--- config.mk ---
export PLATFORM = sky130hd
export DESIGN_NAME = scratch_arbiter_flat
export DESIGN_NICKNAME = d
export VERILOG_FILES = /design/src/rtl/scratch_arbiter_if.sv /design/src/rtl/scratch_arbiter.sv /design/src/flat_wrapper.sv
export SDC_FILE = /design/constraint.sdc
export NUM_CORES = 1
export LEC_CHECK = 0
export ABC_CLOCK_PERIOD_IN_PS = 2700
export BUFFER_PORTS_ARGS = -buffer_cell sky130_fd_sc_hd__buf_2
export CAP_MARGIN = 40
export CORE_MARGIN = 2
export CORE_UTILIZATION = 45
export CTS_CLUSTER_DIAMETER = 80
export CTS_CLUSTER_SIZE = 10
export DETAILED_ROUTE_END_ITERATION = 8
export GPL_TIMING_DRIVEN = 1
export HOLD_SLACK_MARGIN = 0.05
export MAX_ROUTING_LAYER = met4
export PLACE_DENSITY_LB_ADDON = 0.08
export SLEW_MARGIN = 20
export SYNTH_ARGS = -nofsm -noshare
export SYNTH_HDL_FRONTEND = slang
export SYNTH_SLANG_ARGS = --single-unit
export TNS_END_PERCENT = 10
--- constraint.sdc ---
create_clock -name i_clk -period 2.7 [get_ports i_clk]
set_input_delay 0.405 -clock i_clk [delete_from_list [all_inputs] [get_ports i_clk]]
set_output_delay 0.405 -clock i_clk [all_outputs]
set_load 0.005 [all_outputs]
--- src/rtl/scratch_arbiter_if.sv ---
// One requester port of the scratchpad arbiter: request/payload in, grant and read return out.
interface scratch_arbiter_if #(
    parameter int unsigned ADDR_W = 5,
    parameter int unsigned DATA_W = 4
);
    logic              req;
    logic              we;
    logic              lock;
    logic [ADDR_W-1:0] addr;
    logic [DATA_W-1:0] wdata;
    logic              gnt;
    logic              rvalid;
    logic [DATA_W-1:0] rdata;

    modport master (
        output req, we, lock, addr, wdata,
        input  gnt, rvalid, rdata
    );

    modport slave (
        input  req, we, lock, addr, wdata,
        output gnt, rvalid, rdata
    );
endinterface

--- src/rtl/scratch_arbiter.sv ---
// Round-robin arbiter with burst lock sharing the single-port sigmoid scratchpad between
// the network controller (A) and the readout unit (B), with a fixed-latency read-return pipe.
module scratch_arbiter #(
    parameter int unsigned ADDR_W   = 5,
    parameter int unsigned DATA_W   = 4,
    parameter int unsigned RD_LAT   = 1,
    parameter int unsigned MAX_LOCK = 4
) (
    input  logic              i_clk,
    input  logic              i_n_rst,
    scratch_arbiter_if.slave  a_if,
    scratch_arbiter_if.slave  b_if,
    output logic [ADDR_W-1:0] o_mem_addr,
    output logic              o_mem_we,
    output logic [DATA_W-1:0] o_mem_wdata,
    input  logic [DATA_W-1:0] i_mem_rdata
);
    localparam int unsigned CntW = $clog2(MAX_LOCK + 1);
    localparam logic [CntW-1:0] CntMax = CntW'(MAX_LOCK);

    typedef enum logic [1:0] {StIdle, StOwnA, StOwnB} state_e;

    state_e            r_state, w_state_d;
    logic              r_last_a, w_last_a_d;   // 1: A held the most recent grant
    logic [CntW-1:0]   r_lock_cnt, w_lock_cnt_d, w_cnt_inc;
    logic              w_gnt_a, w_gnt_b, w_arb_a, w_arb_b;
    logic [RD_LAT:0]   r_pipe_vld, r_pipe_b;
    logic [DATA_W-1:0] r_a_rdata, r_b_rdata;
    logic              w_rd_issue;

    always_comb begin
        w_arb_a      = 1'b0;
        w_arb_b      = 1'b0;
        w_state_d    = r_state;
        w_last_a_d   = r_last_a;
        w_lock_cnt_d = r_lock_cnt;
        w_cnt_inc    = (r_lock_cnt == CntMax) ? r_lock_cnt : r_lock_cnt + CntW'(1);
        case (r_state)
            StIdle: begin
                if (a_if.req && (!b_if.req || !r_last_a)) begin
                    w_arb_a = 1'b1;
                end else if (b_if.req) begin
                    w_arb_b = 1'b1;
                end
                if (w_arb_a && a_if.lock) begin
                    w_state_d    = StOwnA;
                    w_lock_cnt_d = CntW'(1);
                end else if (w_arb_b && b_if.lock) begin
                    w_state_d    = StOwnB;
                    w_lock_cnt_d = CntW'(1);
                end
            end
            StOwnA: begin
                if (r_lock_cnt == CntMax && b_if.req) begin
                    w_state_d    = StIdle;
                    w_lock_cnt_d = '0;
                    w_last_a_d   = 1'b1;
                end else begin
                    w_arb_a = a_if.req;
                    if (!a_if.lock) begin
                        w_state_d    = StIdle;
                        w_lock_cnt_d = '0;
                    end else if (a_if.req) begin
                        w_lock_cnt_d = w_cnt_inc;
                        // Hand over on the limit edge so B gets the very next cycle.
                        if (w_cnt_inc == CntMax && b_if.req) begin
                            w_state_d    = StIdle;
                            w_lock_cnt_d = '0;
                        end
                    end
                end
            end
            StOwnB: begin
                if (r_lock_cnt == CntMax && a_if.req) begin
                    w_state_d    = StIdle;
                    w_lock_cnt_d = '0;
                    w_last_a_d   = 1'b0;
                end else begin
                    w_arb_b = b_if.req;
                    if (!b_if.lock) begin
                        w_state_d    = StIdle;
                        w_lock_cnt_d = '0;
                    end else if (b_if.req) begin
                        w_lock_cnt_d = w_cnt_inc;
                        if (w_cnt_inc == CntMax && a_if.req) begin
                            w_state_d    = StIdle;
                            w_lock_cnt_d = '0;
                        end
                    end
                end
            end
            default: begin
                w_state_d    = StIdle;
                w_lock_cnt_d = '0;
            end
        endcase
        if (w_arb_a) w_last_a_d = 1'b1;
        if (w_arb_b) w_last_a_d = 1'b0;
    end

    // Grants are suppressed while reset is held so the macro never sees a stray write.
    assign w_gnt_a = w_arb_a & i_n_rst;
    assign w_gnt_b = w_arb_b & i_n_rst;
    assign a_if.gnt = w_gnt_a;
    assign b_if.gnt = w_gnt_b;

    always_comb begin
        o_mem_we    = 1'b0;
        o_mem_addr  = '0;
        o_mem_wdata = '0;
        if (w_gnt_a) begin
            o_mem_we    = a_if.we;
            o_mem_addr  = a_if.addr;
            o_mem_wdata = a_if.wdata;
        end else if (w_gnt_b) begin
            o_mem_we    = b_if.we;
            o_mem_addr  = b_if.addr;
            o_mem_wdata = b_if.wdata;
        end
    end

    assign w_rd_issue = (w_gnt_a & ~a_if.we) | (w_gnt_b & ~b_if.we);

    always_ff @(posedge i_clk or negedge i_n_rst) begin
        if (!i_n_rst) begin
            r_state    <= StIdle;
            r_last_a   <= 1'b0;
            r_lock_cnt <= '0;
            r_pipe_vld <= '0;
            r_pipe_b   <= '0;
            r_a_rdata  <= '0;
            r_b_rdata  <= '0;
        end else begin
            r_state    <= w_state_d;
            r_last_a   <= w_last_a_d;
            r_lock_cnt <= w_lock_cnt_d;
            r_pipe_vld <= {r_pipe_vld[RD_LAT-1:0], w_rd_issue};
            r_pipe_b   <= {r_pipe_b[RD_LAT-1:0], w_gnt_b};
            if (r_pipe_vld[RD_LAT-1] && !r_pipe_b[RD_LAT-1]) r_a_rdata <= i_mem_rdata;
            if (r_pipe_vld[RD_LAT-1] &&  r_pipe_b[RD_LAT-1]) r_b_rdata <= i_mem_rdata;
        end
    end

    assign a_if.rvalid = r_pipe_vld[RD_LAT] & ~r_pipe_b[RD_LAT];
    assign b_if.rvalid = r_pipe_vld[RD_LAT] &  r_pipe_b[RD_LAT];
    assign a_if.rdata  = r_a_rdata;
    assign b_if.rdata  = r_b_rdata;
endmodule

--- src/flat_wrapper.sv ---
// flat-port wrapper written by rule: the top's interface ports become plain ports
module scratch_arbiter_flat 
#(
    parameter int unsigned ADDR_W   = 5,
    parameter int unsigned DATA_W   = 4,
    parameter int unsigned RD_LAT   = 1,
    parameter int unsigned MAX_LOCK = 4
)
  (i_clk, i_n_rst, o_mem_addr, o_mem_we, o_mem_wdata, i_mem_rdata, a_if_req, a_if_we, a_if_lock, a_if_addr, a_if_wdata, a_if_gnt, a_if_rvalid, a_if_rdata, b_if_req, b_if_we, b_if_lock, b_if_addr, b_if_wdata, b_if_gnt, b_if_rvalid, b_if_rdata);
  scratch_arbiter_if #(.ADDR_W(ADDR_W), .DATA_W(DATA_W)) a_if_i ();
  scratch_arbiter_if #(.ADDR_W(ADDR_W), .DATA_W(DATA_W)) b_if_i ();
  input  logic i_clk;
  input  logic i_n_rst;
  output logic [ADDR_W-1:0] o_mem_addr;
  output logic o_mem_we;
  output logic [DATA_W-1:0] o_mem_wdata;
  input  logic [DATA_W-1:0] i_mem_rdata;
  input wire logic [$bits(a_if_i.req)-1:0] a_if_req;
  input wire logic [$bits(a_if_i.we)-1:0] a_if_we;
  input wire logic [$bits(a_if_i.lock)-1:0] a_if_lock;
  input wire logic [$bits(a_if_i.addr)-1:0] a_if_addr;
  input wire logic [$bits(a_if_i.wdata)-1:0] a_if_wdata;
  output wire logic [$bits(a_if_i.gnt)-1:0] a_if_gnt;
  output wire logic [$bits(a_if_i.rvalid)-1:0] a_if_rvalid;
  output wire logic [$bits(a_if_i.rdata)-1:0] a_if_rdata;
  input wire logic [$bits(b_if_i.req)-1:0] b_if_req;
  input wire logic [$bits(b_if_i.we)-1:0] b_if_we;
  input wire logic [$bits(b_if_i.lock)-1:0] b_if_lock;
  input wire logic [$bits(b_if_i.addr)-1:0] b_if_addr;
  input wire logic [$bits(b_if_i.wdata)-1:0] b_if_wdata;
  output wire logic [$bits(b_if_i.gnt)-1:0] b_if_gnt;
  output wire logic [$bits(b_if_i.rvalid)-1:0] b_if_rvalid;
  output wire logic [$bits(b_if_i.rdata)-1:0] b_if_rdata;
  assign a_if_i.req = a_if_req;
  assign a_if_i.we = a_if_we;
  assign a_if_i.lock = a_if_lock;
  assign a_if_i.addr = a_if_addr;
  assign a_if_i.wdata = a_if_wdata;
  assign a_if_gnt = a_if_i.gnt;
  assign a_if_rvalid = a_if_i.rvalid;
  assign a_if_rdata = a_if_i.rdata;
  assign b_if_i.req = b_if_req;
  assign b_if_i.we = b_if_we;
  assign b_if_i.lock = b_if_lock;
  assign b_if_i.addr = b_if_addr;
  assign b_if_i.wdata = b_if_wdata;
  assign b_if_gnt = b_if_i.gnt;
  assign b_if_rvalid = b_if_i.rvalid;
  assign b_if_rdata = b_if_i.rdata;
  scratch_arbiter #(.ADDR_W(ADDR_W), .DATA_W(DATA_W), .RD_LAT(RD_LAT), .MAX_LOCK(MAX_LOCK)) u_core (.i_clk(i_clk), .i_n_rst(i_n_rst), .a_if(a_if_i), .b_if(b_if_i), .o_mem_addr(o_mem_addr), .o_mem_we(o_mem_we), .o_mem_wdata(o_mem_wdata), .i_mem_rdata(i_mem_rdata));
endmodule
# Word-level counts from Yosys, hierarchy flattened
# Index checks and enable logic that the tools add are counted.
# word_totals
elab_cells,90
out_inout_bits,22
ramBits,0
register_bits,18
inputBits,30
mem_count,0
latchBits,0
romBits,0
# op_classes
eq_ne,11
shift,0
n_mul,0
div,0
add_sub_neg,1
n_lt_le_gt_ge,0
bitwise_logic,10
n_reduce_logical,18
n_mux,43
# op_table
operator,n
3-bit two-way mux,11
2-bit two-way mux,10
1-bit two-way mux,13
5-bit two-way mux,2
1-bit logical AND,9
3-bit case mux with 3 select lines,1
4-bit two-way mux,2
4-bit by 1-bit != test with 1-bit output (second input constant),2
4-bit by 2-bit != test with 1-bit output (second input constant),2
4-bit by 3-bit != test with 1-bit output (second input constant),2
1-bit bitwise AND,6
3-bit == test (second input constant),2
1-bit case mux with 2 select lines,3
2-bit case mux with 3 select lines,1
3-bit AND reduction,2
5-bit AND reduction,1
4-bit nonzero test,1
3-bit by 1-bit adder with 3-bit output (second input constant),1
1-bit zero test,3
3-bit by 1-bit != test with 1-bit output (second input constant),1
1-bit inverter,3
2-bit by 1-bit == test with 1-bit output (second input constant),1
2-bit == test (second input constant),1
2-bit zero test,1
other kinds (2),2

# Logic depth before layout (Yosys ltp)
# logic_depth
ltp_word,9
ltp_mapped,8
depth_no_buf,7

# Worst setup path before layout
# OpenSTA, ideal clock, no wires.
# synth_path
kind,register -> register
startpoint,register u_core.r_lock_cnt[0]
endpoint,register u_core.r_state[1]
path_slack_ns,0.559
required_ns,2.572
synth_period_minus_slack_ns,2.141
stages_incl_launch_ff,8
setup_ns,0.128
t_arrival_ns,2.013
path_buffers,0
path_cell_list,dfrtp_1 > inv_1 > ha_1 > and3_1 > a21oi_1 > a222oi_1 > and3_1 > mux2_1
# synth_via
elab_chain_cells,6
elab_cells_between_ends,16
classes_between,add/sub: 1; eq/ne: 6; mux: 4; reduce/logical: 5
# synth_lines
item,line,text
from (decl),scratch_arbiter.sv:25,"logic [CntW-1:0] r_lock_cnt, w_lock_cnt_d, w_cnt_inc;"
from (signal assigned),scratch_arbiter.sv:136,r_lock_cnt <= w_lock_cnt_d;
3-bit by 1-bit adder with 3-bit output / 3-bit == test (equally long branches),"scratch_arbiter.sv:37, scratch_arbiter.sv:54, scratch_arbiter.sv:74",
3-bit two-way mux,scratch_arbiter.sv:37,w_cnt_inc = (r_lock_cnt == CntMax) ? r_lock_cnt : r_lock_cnt + CntW'(1);
3-bit == test,"scratch_arbiter.sv:66, scratch_arbiter.sv:85",
1-bit logical AND (on tied branches),"scratch_arbiter.sv:85, scratch_arbiter.sv:66",
4-bit by 2-bit != test with 1-bit output (no line),-,
5-bit AND reduction (no line),-,
to (signal assigned),scratch_arbiter.sv:126,r_state <= StIdle;
to (signal assigned),scratch_arbiter.sv:134,r_state <= w_state_d;
to (decl),scratch_arbiter.sv:23,"state_e r_state, w_state_d;"
# Several ways; a longest one is shown, not always the timed one.
# A chain may end at the register's enable or synchronous reset.

# Worst setup path after layout
# layout_path
startpoint,register u_core.r_lock_cnt[0]
endpoint,output port o_mem_addr[0]
# layout_via
elab_chain_cells,7
elab_cells_between_ends,11
classes_between,eq/ne: 1; mux: 6; bitwise: 2; reduce/logical: 2
# layout_lines
item,line,text
3-bit == test (*),"scratch_arbiter.sv:54, scratch_arbiter.sv:74",
1-bit logical AND,scratch_arbiter.sv:74,if (r_lock_cnt == CntMax && a_if.req) begin
1-bit two-way mux,scratch_arbiter.sv:74,
1-bit case mux with 2 select lines,scratch_arbiter.sv:38,case (r_state)
1-bit bitwise AND,scratch_arbiter.sv:103,assign w_gnt_b = w_arb_b & i_n_rst;
5-bit two-way mux,scratch_arbiter.sv:115,end else if (w_gnt_b) begin
5-bit two-way mux (*),scratch_arbiter.sv:111,if (w_gnt_a) begin
to (decl),flat_wrapper.sv:14,output logic [ADDR_W-1:0] o_mem_addr;
# Every way passes the cells marked *; elsewhere a longest branch is shown, timed or not.

==> report_table.html <==
<table>
<tr><th>Metric</th><th>Value</th></tr>
<tr><th colspan="2">Global route</th></tr>
<tr><td>Vias in the first global route</td><td>871</td></tr>
<tr><td>Remaining global-route overflow</td><td>0</td></tr>
<tr><td>Initial antenna violation count</td><td>0</td></tr>
<tr><td>First-pass GRT wire length</td><td>3.71 mm</td></tr>
<tr><td>Total global-route track usage</td><td>0.184</td></tr>
<tr><td>Maximum number of pins on one net before global-route repair</td><td>18</td></tr>
<tr><th colspan="2">Clock network</th></tr>
<tr><td>Number of levels the H-tree was split into</td><td>1</td></tr>
<tr><td>Insertion delay of the later-clocked pin in the worst-skew pair</td><td>0.29 ns</td></tr>
<tr><td>Post-CTS setup buffer count</td><td>0</td></tr>
<tr><td>CTS tree</td><td>built</td></tr>
<tr><td>CTS clock-pin slew for the worst setup and hold paths</td><td>0.11 ns</td></tr>
<tr><td>Largest buffer count on any clock path</td><td>2</td></tr>
<tr><td>Number of buffers created by CTS</td><td>3</td></tr>
<tr><td>Number of sinks on the clock net</td><td>18</td></tr>
<tr><td>Buffer cell driving the clock tree root</td><td>clkbuf_4</td></tr>
<tr><th colspan="2">Routing</th></tr>
<tr><td>WL final</td><td>2.37 mm</td></tr>
<tr><td>Wirelength per Cell</td><td>12.6 um</td></tr>
<tr><td>Via-per-instance ratio</td><td>5.41</td></tr>
<tr><td>Number of nets still failing antenna checks after routing</td><td>0</td></tr>
<tr><td>Remaining routing DRC violations</td><td>0</td></tr>
<tr><td>Vias after detailed routing</td><td>1018</td></tr>
<tr><td>Drt pass-1 iters</td><td>4</td></tr>
<tr><td>First-iteration detailed-routing DRC count</td><td>24</td></tr>
<tr><th colspan="2">Timing</th></tr>
<tr><td>Max Transition Viols Final</td><td>0</td></tr>
<tr><td>Final setup viols</td><td>0</td></tr>
<tr><td>Setup repair after global routing missed its margin</td><td>false</td></tr>
<tr><td>Slew margin rel.</td><td>0.718</td></tr>
<tr><td>Fin crit share</td><td>0.933</td></tr>
<tr><td>Shortest period the worst path allows</td><td>2.52 ns</td></tr>
<tr><td>Slew @ Worst Pin</td><td>0.417 ns</td></tr>
<tr><td>Final Hold Vio Count</td><td>0</td></tr>
<tr><td>Final total negative setup slack</td><td>0 ns</td></tr>
<tr><td>Highest clock rate</td><td>397 MHz</td></tr>
<tr><td>Worst clock skew</td><td>0.00795 ns</td></tr>
<tr><th colspan="2">Finish</th></tr>
<tr><td>Leading cell type in the layout, fill and taps excluded</td><td>buf_2</td></tr>
<tr><td>Area taken by flip-flops and latches</td><td>450 um2</td></tr>
<tr><td>Number of nets in the finished design</td><td>197</td></tr>
<tr><td>Final cell count without fillers</td><td>188</td></tr>
<tr><td>Fill cells</td><td>196</td></tr>
<tr><td>Most frequent cells in the layout</td><td>buf_2, dfrtp_1, a22o_1, mux2_2</td></tr>
<tr><td>Area of the multi-input gates</td><td>591 um2</td></tr>
<tr><td>Post-synthesis to final-layout area growth</td><td>34.0%</td></tr>
<tr><td>Fraction of final layout cells with drive strength greater than 1</td><td>0.438</td></tr>
<tr><td>ANT cells</td><td>0</td></tr>
<tr><th colspan="2">Worst setup path</th></tr>
<tr><td>Crit-path cells</td><td>inv_1, ha_1, and3_1, a2bb2oi_1, nor2b_1, buf_4, a22o_1, buf_2</td></tr>
<tr><td>CP max stage cell</td><td>dfrtp_1</td></tr>
<tr><td>Crit path largest cell delay</td><td>0.38 ns</td></tr>
<tr><td>WS Path Type</td><td>flip-flop to primary output</td></tr>
<tr><td>Cell family with the largest share of critical-path delay</td><td>simple AND/OR/NAND/NOR gates</td></tr>
<tr><td>Required @ worst endpoint</td><td>2.30 ns</td></tr>
<tr><td>Critical path peak fanout</td><td>12</td></tr>
<tr><td>Worst setup SP type</td><td>flip-flop</td></tr>
<tr><td>Kind of end point of the critical path</td><td>primary output</td></tr>
<tr><td>CP Data Arrival Time</td><td>2.11 ns</td></tr>
<tr><td>Buffers and inverters on the worst path</td><td>3</td></tr>
<tr><th colspan="2">Floorplan</th></tr>
<tr><td>Top-level I/O count</td><td>52</td></tr>
<tr><td>Die height</td><td>52.7 um</td></tr>
<tr><td>Floorplan Core Area</td><td>2230 um2</td></tr>
<tr><td>Die outline width</td><td>52.7 um</td></tr>
<tr><td>Row cnt</td><td>17</td></tr>
<tr><td>Die footprint</td><td>2780 um2</td></tr>
<tr><td>Initial cell density of the core</td><td>0.478</td></tr>
<tr><th colspan="2">Logic synthesis</th></tr>
<tr><td>Synth unique cells</td><td>31</td></tr>
<tr><td>Register area share after synthesis</td><td>0.422</td></tr>
<tr><td>Synthesized cell area</td><td>1070 um2</td></tr>
<tr><td>Synthesized flop and latch total</td><td>18</td></tr>
<tr><td>Yosys Warn Count</td><td>0</td></tr>
<tr><td>Gate count after technology mapping</td><td>102</td></tr>
<tr><td>Mean cell area of the mapped netlist</td><td>10.5 um2</td></tr>
<tr><td>Synthesized Nets</td><td>138</td></tr>
<tr><th colspan="2">Power</th></tr>
<tr><td>Static leakage power</td><td>0.738 nW</td></tr>
<tr><td>Relative contribution of sequential cells to total power</td><td>0.340</td></tr>
<tr><td>Portion of total power attributed to combinational logic</td><td>0.536</td></tr>
<tr><td>Switching share of total power</td><td>0.371</td></tr>
<tr><td>Internal power</td><td>0.837 mW</td></tr>
<tr><td>Maximum vdd drop</td><td>0.601 mV</td></tr>
<tr><td>Net switching power</td><td>0.494 mW</td></tr>
<tr><td>Share of power burned in the clock network</td><td>0.124</td></tr>
<tr><td>Pwr Density</td><td>931 nW/um2</td></tr>
<tr><th colspan="2">Placement</th></tr>
<tr><td>IO Port Bufs</td><td>51</td></tr>
<tr><td>RD Place Congestion</td><td>0.878</td></tr>
<tr><td>DP Wirelength</td><td>1.91 mm</td></tr>
<tr><td>Placed cells</td><td>183</td></tr>
<tr><th colspan="2">Worst hold path</th></tr>
<tr><td>Class of the worst hold path</td><td>input pin to flip-flop</td></tr>
<tr><th colspan="2">Status</th></tr>
<tr><td>Status</td><td>complete, no violations</td></tr>
<tr><th colspan="2">Run</th></tr>
<tr><td>Maximum Capacitance Violations</td><td>0</td></tr>
</table>
==> power groups by stage <==
stage	Sequential, mW	Clock, mW	Combinational (mW)
after global placement	0.451	0	0.696
after floorplan	0.455	0	0.461
after detailed placement	0.460	0	0.705
after global routing	0.471	0.180	0.790
final	0.453	0.165	0.713
after CTS	0.454	0.172	0.712
==> logic make-up after synthesis <==
kind of cell    synth area share
compound gates             0.236
mux                        0.124
simple gates               0.108
xor+xnor                 0.00821
fa+ha+maj                 0.0703
flops                      0.422
buf+inv                   0.0317
==> final timing paths <==
path | start | slack, ns | end | cells past startpoint
worst min-delay path | a_if_we | 0.30 | u_core.r_pipe_vld[0]$_DFF_PN0_ | 2
worst max-delay path | u_core.r_lock_cnt[0]$_DFFE_PN0P_ | 0.18 | o_mem_addr[0] | 8
worst min register to register | u_core.r_pipe_vld[0]$_DFF_PN0_ | 0.40 | u_core.r_pipe_vld[1]$_DFF_PN0_ | 0
worst max register to register | u_core.r_state[0]$_DFFE_PN0P_ | 0.49 | u_core.r_state[1]$_DFFE_PN0P_ | 8
min in group asynchronous | i_n_rst | 0.43 | u_core.r_last_a$_DFFE_PN0P_ | 2
max in group asynchronous | i_n_rst | 1.86 | u_core.r_pipe_vld[0]$_DFF_PN0_ | 3
==> routing by layer <==
layer | wire length [um] | global-route usage | vias up
met5 | 0 | - | -
met4 | 15 | 0.0556 | 0
met3 | 219 | 0.0286 | 2
met2 | 1100 | 0.290 | 64
met1 | 1040 | 0.245 | 460
li1 | - | - | 492
==> timing repair <==
| action | CTS | global route |
|---|---|---|
| endpoints found under the setup margin | 10 | 10 |
| hold buffers | 1 | 0 |
| resized for setup | 1 | 1 |
| gates cloned | 0 | 0 |
| hold endpoints to repair | 1 | 0 |
==> through the flow <==
| step | power (mW) | setup slack [ns] | cell area [um2] | hold WS [ns] | utilization |
|---|---|---|---|---|---|
| 6_report | 1.33 | 0.181 | 1430 | 0.302 | 0.640 |
| 5_1_grt | 1.44 | 0.0172 | 1430 | 0.304 | 0.640 |
| 4_1_cts | 1.34 | 0.138 | 1430 | 0.290 | 0.638 |
| 3_5_place_dp | 1.16 | 0.317 | 1380 | 0.211 | 0.616 |
| 3_3_place_gp | 1.15 | 0.375 | 1380 | 0.213 | 0.616 |
| 2_1_floorplan | 0.916 | 0.559 | 1070 | 0.109 | - |
==> area by class of cell <==
cell class | instances | share of cell area
repair buffers | 55 | 0.201
inverters | 8 | 0.0210
flip-flops and latches | 18 | 0.315
well taps | 28 | 0.0245
multi-input cells | 75 | 0.413
clock buffers | 4 | 0.0254
==> cells in the mapped netlist <==
master,count,share of area
nor2b_1,2,0.012
a2bb2oi_1,1,0.0082
o311ai_0,1,0.0082
o31ai_1,1,0.0070
inv_1,8,0.028
nor2_1,3,0.011
a222oi_1,1,0.0094
clkbuf_1,1,0.0035
o2bb2ai_1,1,0.0082
nand2_1,8,0.028
o22ai_1,1,0.0059
a21boi_1,1,0.0070
mux2_1,1,0.011
and2_1,1,0.0059
a21boi_2,1,0.011
a31oi_1,2,0.012
o211ai_1,1,0.0070
o22a_2,1,0.0094
nand2b_1,4,0.023
a22o_1,12,0.098
a21oi_1,6,0.028
nand3b_1,1,0.0070
o21ai_0,2,0.0094
ha_1,6,0.070
and3_1,2,0.012
nand3_1,2,0.0094
mux2i_1,2,0.019
xnor2_1,1,0.0082
a22oi_1,1,0.0070
mux2_2,9,0.095
dfrtp_1,18,0.42
==> state kept, by name (all words and copies together), names as in the netlist <==
signal,cells
u_core.r_pipe_b,2
u_core.b_if.rdata,4
u_core.a_if.rdata,4
u_core.r_last_a,1
u_core.r_pipe_vld,2
u_core.r_state,2
u_core.r_lock_cnt,3
Power figures use the tool's default switching activity.
